## src/rtl/data_ram.sv

```systemverilog
// data_ram: single-port word RAM behind a valid/ready request channel and a
// valid/ready response channel, with one outstanding request at a time.
// After reset the array is swept one word per cycle with the INIT_MODE pattern.
//
// Ports:
//   clk         single clock, rising edge
//   reset       synchronous, active-high
//   req_valid   request present
//   req_ready   request accepted this cycle (IDLE and not in reset)
//   req_write   1 = write, 0 = read
//   req_addr    word address; out-of-range addresses are flagged, never aliased
//   req_wdata   write data
//   req_wstrb   byte write enables
//   resp_valid  response present, held until resp_ready
//   resp_ready  consumer takes the response
//   resp_rdata  read data (0 for writes and errors)
//   resp_err    address was >= DEPTH
//
// state | meaning
// ------+-------------------------------------------------------------
// INIT  | sweep array with init pattern, one word per cycle
// IDLE  | ready for a request
// WAIT  | request accepted, counting down the extra latency cycles
// RESP  | response presented, waiting for resp_ready
module data_ram #(
  parameter int DATA_W    = 32,
  parameter int DEPTH     = 16,
  parameter int ADDR_W    = 32,
  parameter int LATENCY   = 1,
  parameter int INIT_MODE = 1
) (
  input  logic                clk,
  input  logic                reset,
  input  logic                req_valid,
  output logic                req_ready,
  input  logic                req_write,
  input  logic [ADDR_W-1:0]   req_addr,
  input  logic [DATA_W-1:0]   req_wdata,
  input  logic [DATA_W/8-1:0] req_wstrb,
  output logic                resp_valid,
  input  logic                resp_ready,
  output logic [DATA_W-1:0]   resp_rdata,
  output logic                resp_err
);

  localparam int IDX_W  = $clog2(DEPTH);
  localparam int BYTES  = DATA_W / 8;
  // WAIT lasts LATENCY-1 cycles; the counter reaches its terminal count (0)
  // on the last of them.
  localparam logic [1:0] WAIT_LOAD = (LATENCY > 1) ? 2'(LATENCY - 2) : 2'd0;

  typedef enum logic [1:0] {
    S_INIT = 2'd0,
    S_IDLE = 2'd1,
    S_WAIT = 2'd2,
    S_RESP = 2'd3
  } state_t;

  state_t              state_q;
  logic [IDX_W-1:0]    init_idx_q;
  logic [1:0]          wait_cnt_q;
  logic                ready_q;
  logic                resp_valid_q;
  logic                resp_err_q;
  logic [DATA_W-1:0]   resp_rdata_q;
  logic [DATA_W-1:0]   mem_q [DEPTH];

  logic                accept;
  logic                in_range;
  logic [IDX_W-1:0]    idx;
  logic [DATA_W-1:0]   init_word_d;
  logic [DATA_W-1:0]   wr_merge_d;

  // Gate with reset so the channel is closed during the reset cycle itself.
  assign req_ready  = ready_q & ~reset;
  assign resp_valid = resp_valid_q;
  assign resp_err   = resp_err_q;
  assign resp_rdata = resp_rdata_q;

  assign accept   = req_valid & req_ready;
  // Full-width range check: any set bit above the index field is an error.
  assign in_range = ((req_addr >> IDX_W) == '0);
  assign idx      = req_addr[IDX_W-1:0];

  assign init_word_d = (INIT_MODE != 0) ? DATA_W'(init_idx_q) : '0;

  always_comb begin
    wr_merge_d = mem_q[idx];
    for (int b = 0; b < BYTES; b++) begin
      if (req_wstrb[b]) begin
        wr_merge_d[8*b +: 8] = req_wdata[8*b +: 8];
      end
    end
  end

  // Array storage is not reset; it is rewritten by the INIT sweep instead.
  always_ff @(posedge clk) begin
    if (!reset) begin
      if (state_q == S_INIT) begin
        mem_q[init_idx_q] <= init_word_d;
      end else if (accept && req_write && in_range) begin
        mem_q[idx] <= wr_merge_d;
      end
    end
  end

  always_ff @(posedge clk) begin
    if (reset) begin
      state_q      <= S_INIT;
      init_idx_q   <= '0;
      wait_cnt_q   <= '0;
      ready_q      <= 1'b0;
      resp_valid_q <= 1'b0;
      resp_err_q   <= 1'b0;
      resp_rdata_q <= '0;
    end else begin
      case (state_q)
        S_INIT: begin
          if (init_idx_q == IDX_W'(DEPTH - 1)) begin
            state_q <= S_IDLE;
            ready_q <= 1'b1;
          end else begin
            init_idx_q <= init_idx_q + 1'b1;
          end
        end
        S_IDLE: begin
          if (accept) begin
            ready_q      <= 1'b0;
            resp_err_q   <= ~in_range;
            resp_rdata_q <= (in_range && !req_write) ? mem_q[idx] : '0;
            if (LATENCY == 1) begin
              state_q      <= S_RESP;
              resp_valid_q <= 1'b1;
            end else begin
              state_q    <= S_WAIT;
              wait_cnt_q <= WAIT_LOAD;
            end
          end
        end
        S_WAIT: begin
          if (wait_cnt_q == 2'd0) begin
            state_q      <= S_RESP;
            resp_valid_q <= 1'b1;
          end else begin
            wait_cnt_q <= wait_cnt_q - 1'b1;
          end
        end
        S_RESP: begin
          if (resp_ready) begin
            state_q      <= S_IDLE;
            ready_q      <= 1'b1;
            resp_valid_q <= 1'b0;
            resp_err_q   <= 1'b0;
            resp_rdata_q <= '0;
          end
        end
        default: state_q <= S_INIT;
      endcase
    end
  end

endmodule

```

## config.mk

```make
export PLATFORM = sky130hd
export DESIGN_NAME = data_ram
export DESIGN_NICKNAME = d
export VERILOG_FILES = /design/src/rtl/data_ram.sv
export SDC_FILE = /design/constraint.sdc
export NUM_CORES = 1
export LEC_CHECK = 0
export CAP_MARGIN = 25
export CORE_ASPECT_RATIO = 1.4
export CORE_UTILIZATION = 30
export CTS_CLUSTER_SIZE = 8
export DETAILED_ROUTE_END_ITERATION = 6
export HOLD_SLACK_MARGIN = 0.06
export PLACE_DENSITY = 0.45
export RECOVER_POWER = 100
export SLEW_MARGIN = 20
export SYNTH_ARGS = -nofsm -noshare
export SYNTH_HDL_FRONTEND = slang
export SYNTH_SLANG_ARGS = --single-unit
```

## constraint.sdc

```tcl
create_clock -name clk -period 10.62 [get_ports clk]
set_input_delay 1.062 -clock clk [delete_from_list [all_inputs] [get_ports clk]]
set_output_delay 1.062 -clock clk [all_outputs]
set_load 0.005 [all_outputs]
```

# Yosys cells after proc, flatten, opt, wreduce, memory -nomap -nowiden
# Memories as Yosys holds them, arrays and structs flattened.
# Cells that the tools add are included.
# word_totals
ff_bits	43
ramBits	512
in_bits	73
output_inout_bits	35
word_cells	74
mem_count	1
# op_classes
n_addsub	2
eq_ne	8
n_mux	33
n_bitwise	6
reduce_logical	17
# mem_list
name	depth	word_bits	read_ports	rd_clocked_by_memory_dff	write_ports	line_no	text
mem_q	16	32	1	0	1	66	logic [DATA_W-1:0] mem_q [DEPTH];
# op_table
op	n
$mux W32	4
$pmux W32 S2	1
$logic_not A32 Y1	1
$mux W8	4
$reduce_or A32 Y1	1
$mux W1	15
$reduce_and A4 Y1	3
$mux W2	4
$pmux W2 S4	1
$ne A2 B2 Y1 const B	3
$pmux W1 S3	2
$reduce_bool A3 Y1	2
$add A4 B1 Y4 const B	1
$eq A2 B2 Y1 const B	2
$eq A4 B4 Y1 const B	1
$logic_not A2 Y1	2
$mux W4	1
$not A1 Y1	4
$reduce_and A2 Y1	2
$logic_and A1 B1 Y1	3
$reduce_and A3 Y1	1
$and A1 B1 Y1	2
$eq A2 B1 Y1 const B	1
$ne A2 B1 Y1 const B	1
other kinds (4)	4

# Logic depth before layout (Yosys ltp)
# depth
word_depth	11
depth_mapped	8
mapped_depth_nobuf	6

# Least setup slack after synthesis
# OpenSTA, ideal clock, no wires.
# synth_timing
path_kind	input -> register
from	input port req_addr[14]
to	memory mem_q[11][0] (enable)
setup_time_ns	0.470
arrival_ns	4.646
required_time_ns	10.150
path_slack_ns	5.503
stages	6
path_buffers	2
cell_sequence	nor4_1 > nand4_1 > or3_1 > buf_2 > buf_6 > o31ai_1
# synth_between
elab_chain_cells	8
elab_cells_between_ends	9
classes_between	mux: 6; reduce/logical: 3
# synth_lines
element	line_no	text
start: declaration	37	input logic [ADDR_W-1:0] req_addr,
$logic_not A32 Y1 *	82	assign in_range = ((req_addr >> IDX_W) == '0);
$logic_and A1 B1 Y1 *	101	end else if (accept && req_write && in_range) begin
$mux W1 *	101	
$mux W1 *	99	if (state_q == S_INIT) begin
$mux W1 *	98	if (!reset) begin
$mux W1 (implied by the code) *	102	mem_q[idx] <= wr_merge_d;
$reduce_or A32 Y1 (no source line)	-	
$mux W4 (no source line) or $mux W1 (tied branches)	-	
end: declaration	66	
# Mark *: on every way between the ends. The rest lies on a longest branch, timed or not.

# Worst setup path after layout
# layout_timing
from	input port reset
to	memory mem_q[15][18] (enable)
# layout_between
elab_chain_cells	11
elab_cells_between_ends	14
classes_between	mux: 8; bitwise: 3; reduce/logical: 3
# layout_lines
element	line_no	text
start: declaration	33	input logic reset,
$not A1 Y1	75	assign req_ready = ready_q & ~reset;
$and A1 B1 Y1	75	
$and A1 B1 Y1	80	assign accept = req_valid & req_ready;
$logic_and A1 B1 Y1 (2 in a row)	101	
$mux W1	101	
$mux W1	99	
$mux W1	98	
$mux W1 (implied by the code)	102	
$reduce_or A32 Y1 (no source line)	-	
$mux W4 (no source line) or $mux W1 (tied branches)	-	
# Several ways; a longest one is shown, not always the timed one.

==> results.txt <==
* TritonCTS Buffers: roughly 80
- The max-slew violation count is 496.
* Max Clock Freq: between 100 and 150 MHz
- Share of the synthesized area in the top cell type: between 70% and 80%
- The number of gates resized after CTS was 0.
- Cell area after synthesis: between 20000 and 25000 um2
* Global-route usage over all layers: 16.23%
- Synthesis produced a netlist whose cell count is 1087.
- The count of final hold-check violations was 0.
- Remaining antenna violation count after routing: 0
* Worst endpoint required time: approximately 11 ns
* Clock latency on the worst-skew pair: ~0.6 ns
- The pre-antenna-repair detailed-routing pass consisted of 5 iterations.
- For this run, the number of Yosys warnings is 0.
* Post-synthesis net count: 1167
* Final setup viols: 0
* Reg-to-reg setup timing slack: between 3 and 4 ns
- DR DRC count: 0
- The critical path is of the in -> reg type.
* Fraction of synthesis flops using an asynchronous set or reset pin: 0%
* FF+latch count, synth: 555
* Cells along the critical path: dlygate4sd3_1 -> nand3b_1 -> or3b_1 -> or3_2 -> clkbuf_1 -> o31ai_4 -> clkbuf_1
- The count of cells in the finished layout, fillers not included, comes to 2265.
* Routed wire length per instance: ~26 um
* Diodes inserted: 0
- Clk pin slew, worst setup/hold paths: 0.05 ns
* Final estimated routing congestion in global placement: roughly 0.73
- In this run the clock root is driven by a clkbuf_16.
- Pin slew with the least headroom to its limit: 3.876 ns
- Using the TritonRoute via totals, the vias-per-cell ratio works out to between 4 and 5.
* Minimum clock period: approximately 7.4 ns
* Run status: finished with violations
- Count of standard-cell rows: approximately 120
* Share of the clock period used by the worst path: roughly 70%
- After the first detailed-routing iteration, the DRC count stood at between 800 and 900.
* Total instance count after detailed placement: 2108
- Total via count after detailed routing: about 11000
- Arrival time at the worst endpoint: around 7.6 ns
* Sum of negative setup slack: 0 ns
* Dpl hpwl: 31430 um
- Post-synthesis area per instance: 19.87 um2
- Max-cap violations in this run came to 18.
- Effective utilization at floorplan: a little under a third
* Failing checks: max-capacitance violations, max-slew violations
* Most numerous cell on the critical path: clkbuf_1
- OpenSTA, run right after detailed placement, puts the worst setup slack at 5.339 ns.
* Net total in the final layout: 1335
- Maximum resistive drop on vdd: ~0.00012 V
* Quantity of I/O buffers inserted on ports: ~110
* Number of post-CTS setup repair buffers: 0
- Number of buffers between clock root and the deepest sink: 3
* Width of the die: 228.8 um
- Sink Count: 555
- Along the worst path, the maximum fanout reaches 44.
- Once placement finished, the instance area stood at 24080 um2.
- Setup slack of the critical path after layout: 3.198 ns
* Cell family with the largest share of critical-path delay: buffers and inverters
* Wire length reported by the detailed router: 58020 um
* Fraction of layout cells with a size suffix above 1: roughly a fifth
- STA classifies the critical path startpoint as an input port.
- Post-cts hold buffer count: 0
- Headroom to the max-slew limit: -161.1%
* Path class of the lowest-slack min-delay path: reg -> reg
- Summed over all layers, the global routing overflow is 0.
- Between clock sinks in the finished design, the worst skew comes to 0.01753 ns.
- The critical path contains buffers and inverters numbering 3 combined.
* EDFF count, synth: slightly above 500
* Kind of end point of the critical path: register
* Ports: about 110
- Most used DFF post-synth: edfxtp_1
- Measured along the y axis, the die boundary spans 319.5 um.
- Sorting the synthesized cells by area gives the leading types as edfxtp_1 (71%), mux4_2 (13%), dfxtp_1 (4.0%).
* First-pass GRT wire length: 85020 um
- The total area inside the core boundary comes to between 70000 and 80000 um2.
- The slowest stage of the critical path belongs to the cell clkbuf_1.
* Max incr delay on CP: 2.23 ns
- Total power after layout: 5376 uW
- Power per unit of standard cell area: about 200 nW/um2
- Yosys top cell by area: edfxtp_1
- Clock tree from TritonCTS: yes
* Dominant cell by count in the synthesized netlist: edfxtp_1
- Setup repair after global routing left no endpoint under its margin.
* Largest net degree at the start of global routing: 56
* Via count of the first global-routing pass: 12080
* Total number of H-tree levels: 3
* Final instance area: 26290 um2
- In this run the static leakage power is 0.008751 uW.
- Growth of design area from synthesis to finish: 21.70%
* Area of the die: 73090 um2
- Sequential area share after synthesis: 75.17%
- Fill cells: 6708
- The initial antenna violation count came to 2.
- Post-synth cell types: 45
- After synthesis, the most frequently instantiated cells are edfxtp_1 (512), mux4_2 (128), nand2_1 (82).
flip-flops by register name, indices dropped and copies added, names as in the netlist:
| name | cells |
|---|---|
| mem_q | 512 |
| resp_rdata | 32 |
| init_idx_q | 4 |
| state_q | 2 |
| wait_cnt_q | 2 |
| ready_q | 1 |
| resp_err | 1 |
| resp_valid | 1 |
kinds of logic after synthesis:
| kind of cell | share of synthesized area, % |
|---|---|
| fa+ha+maj | 0.4055 |
| buf+inv | 1.529 |
| mux | 13.35 |
| xor+xnor | 0.08111 |
| flops | 75.17 |
| simple gates | 3.453 |
| compound gates | 6.019 |
per-layer routing:
layer / track usage, % / wire length [um]
met1: 19.78 / 23760
met3: 2.817 / 2624
met5: 0 / 0
met2: 28.48 / 29920
met4: 6.356 / 1721
final cells by class:
type / count / area (um2) / share of cell area [%]
Clock inverter: 4 / 33.78 / 0.1285
Tap cell: 944 / 1181 / 4.493
Sequential cell: 555 / 16240 / 61.76
Multi-Input combinational cell: 457 / 5187 / 19.73
Inverter: 8 / 30.03 / 0.1142
Timing Repair Buffer: 154 / 1316 / 5.007
Clock buffer: 143 / 2302 / 8.758
worst paths after layout:
| path | endpoint | cells after the start | start |
|---|---|---|---|
| worst min register to register | resp_rdata[7] | 1 | resp_rdata[7] |
| worst min-delay path | resp_rdata[7] | 1 | resp_rdata[7] |
| worst max-delay path | mem_q[15][18] | 7 | reset |
| worst max register to register | mem_q[15][18] | 7 | state_q[1] |
placed cells by master, fill, tap and decap left out, types with 2 or more instances in the layout:
master / synthesis / routed
nand2_1: 82 / 82
dfxtp_1: 43 / 43
edfxtp_1: 512 / 512
nor4_1: 9 / 8
or2_2: 5 / 5
buf_4: 3 / 19
nor2_1: 14 / 13
dlygate4sd3_1: 0 / 36
xnor2_1: 2 / 2
a31oi_1: 2 / 2
or4_1: 1 / 2
nor4_4: 0 / 2
a41o_1: 3 / 3
o2bb2ai_1: 25 / 25
clkbuf_16: 0 / 83
nor4_2: 3 / 2
nand2b_1: 5 / 5
inv_6: 0 / 3
mux4_2: 128 / 128
ha_1: 7 / 7
nor2b_1: 5 / 3
o31a_1: 4 / 4
nor3_1: 5 / 5
o21ai_0: 4 / 4
a32o_1: 3 / 3
inv_1: 8 / 8
a22o_1: 32 / 32
nand3_1: 8 / 8
and2_1: 5 / 4
o31ai_1: 13 / 6
nor2b_4: 0 / 2
clkbuf_1: 42 / 89
a311oi_1: 2 / 2
a22oi_1: 58 / 58
a21oi_1: 15 / 15
o31ai_4: 0 / 7
clkdlybuf4s50_1: 0 / 69
nand4_1: 5 / 5
a211oi_1: 2 / 2
metrics by stage:
step / utilization, % / hold WS (ns)
4_1_cts: 36.99 / 0.4801
2_1_floorplan: - / 0.4747
3_5_place_dp: 33.72 / 0.4635
6_report: 36.81 / 0.4680
3_3_place_gp: 33.66 / 0.4599
5_1_grt: 36.81 / 0.4938
where the power goes:
group | switching, uW | total (uW) | leakage [uW] | internal, uW
Sequential | 39.6 | 2570 | 0.00535 | 2530
Clock | 917 | 2370 | 0.00111 | 1450
Combinational | 280 | 440 | 0.00229 | 161
Total | 1240 | 5380 | 0.00875 | 4140
(Power assumes the default switching activity.)
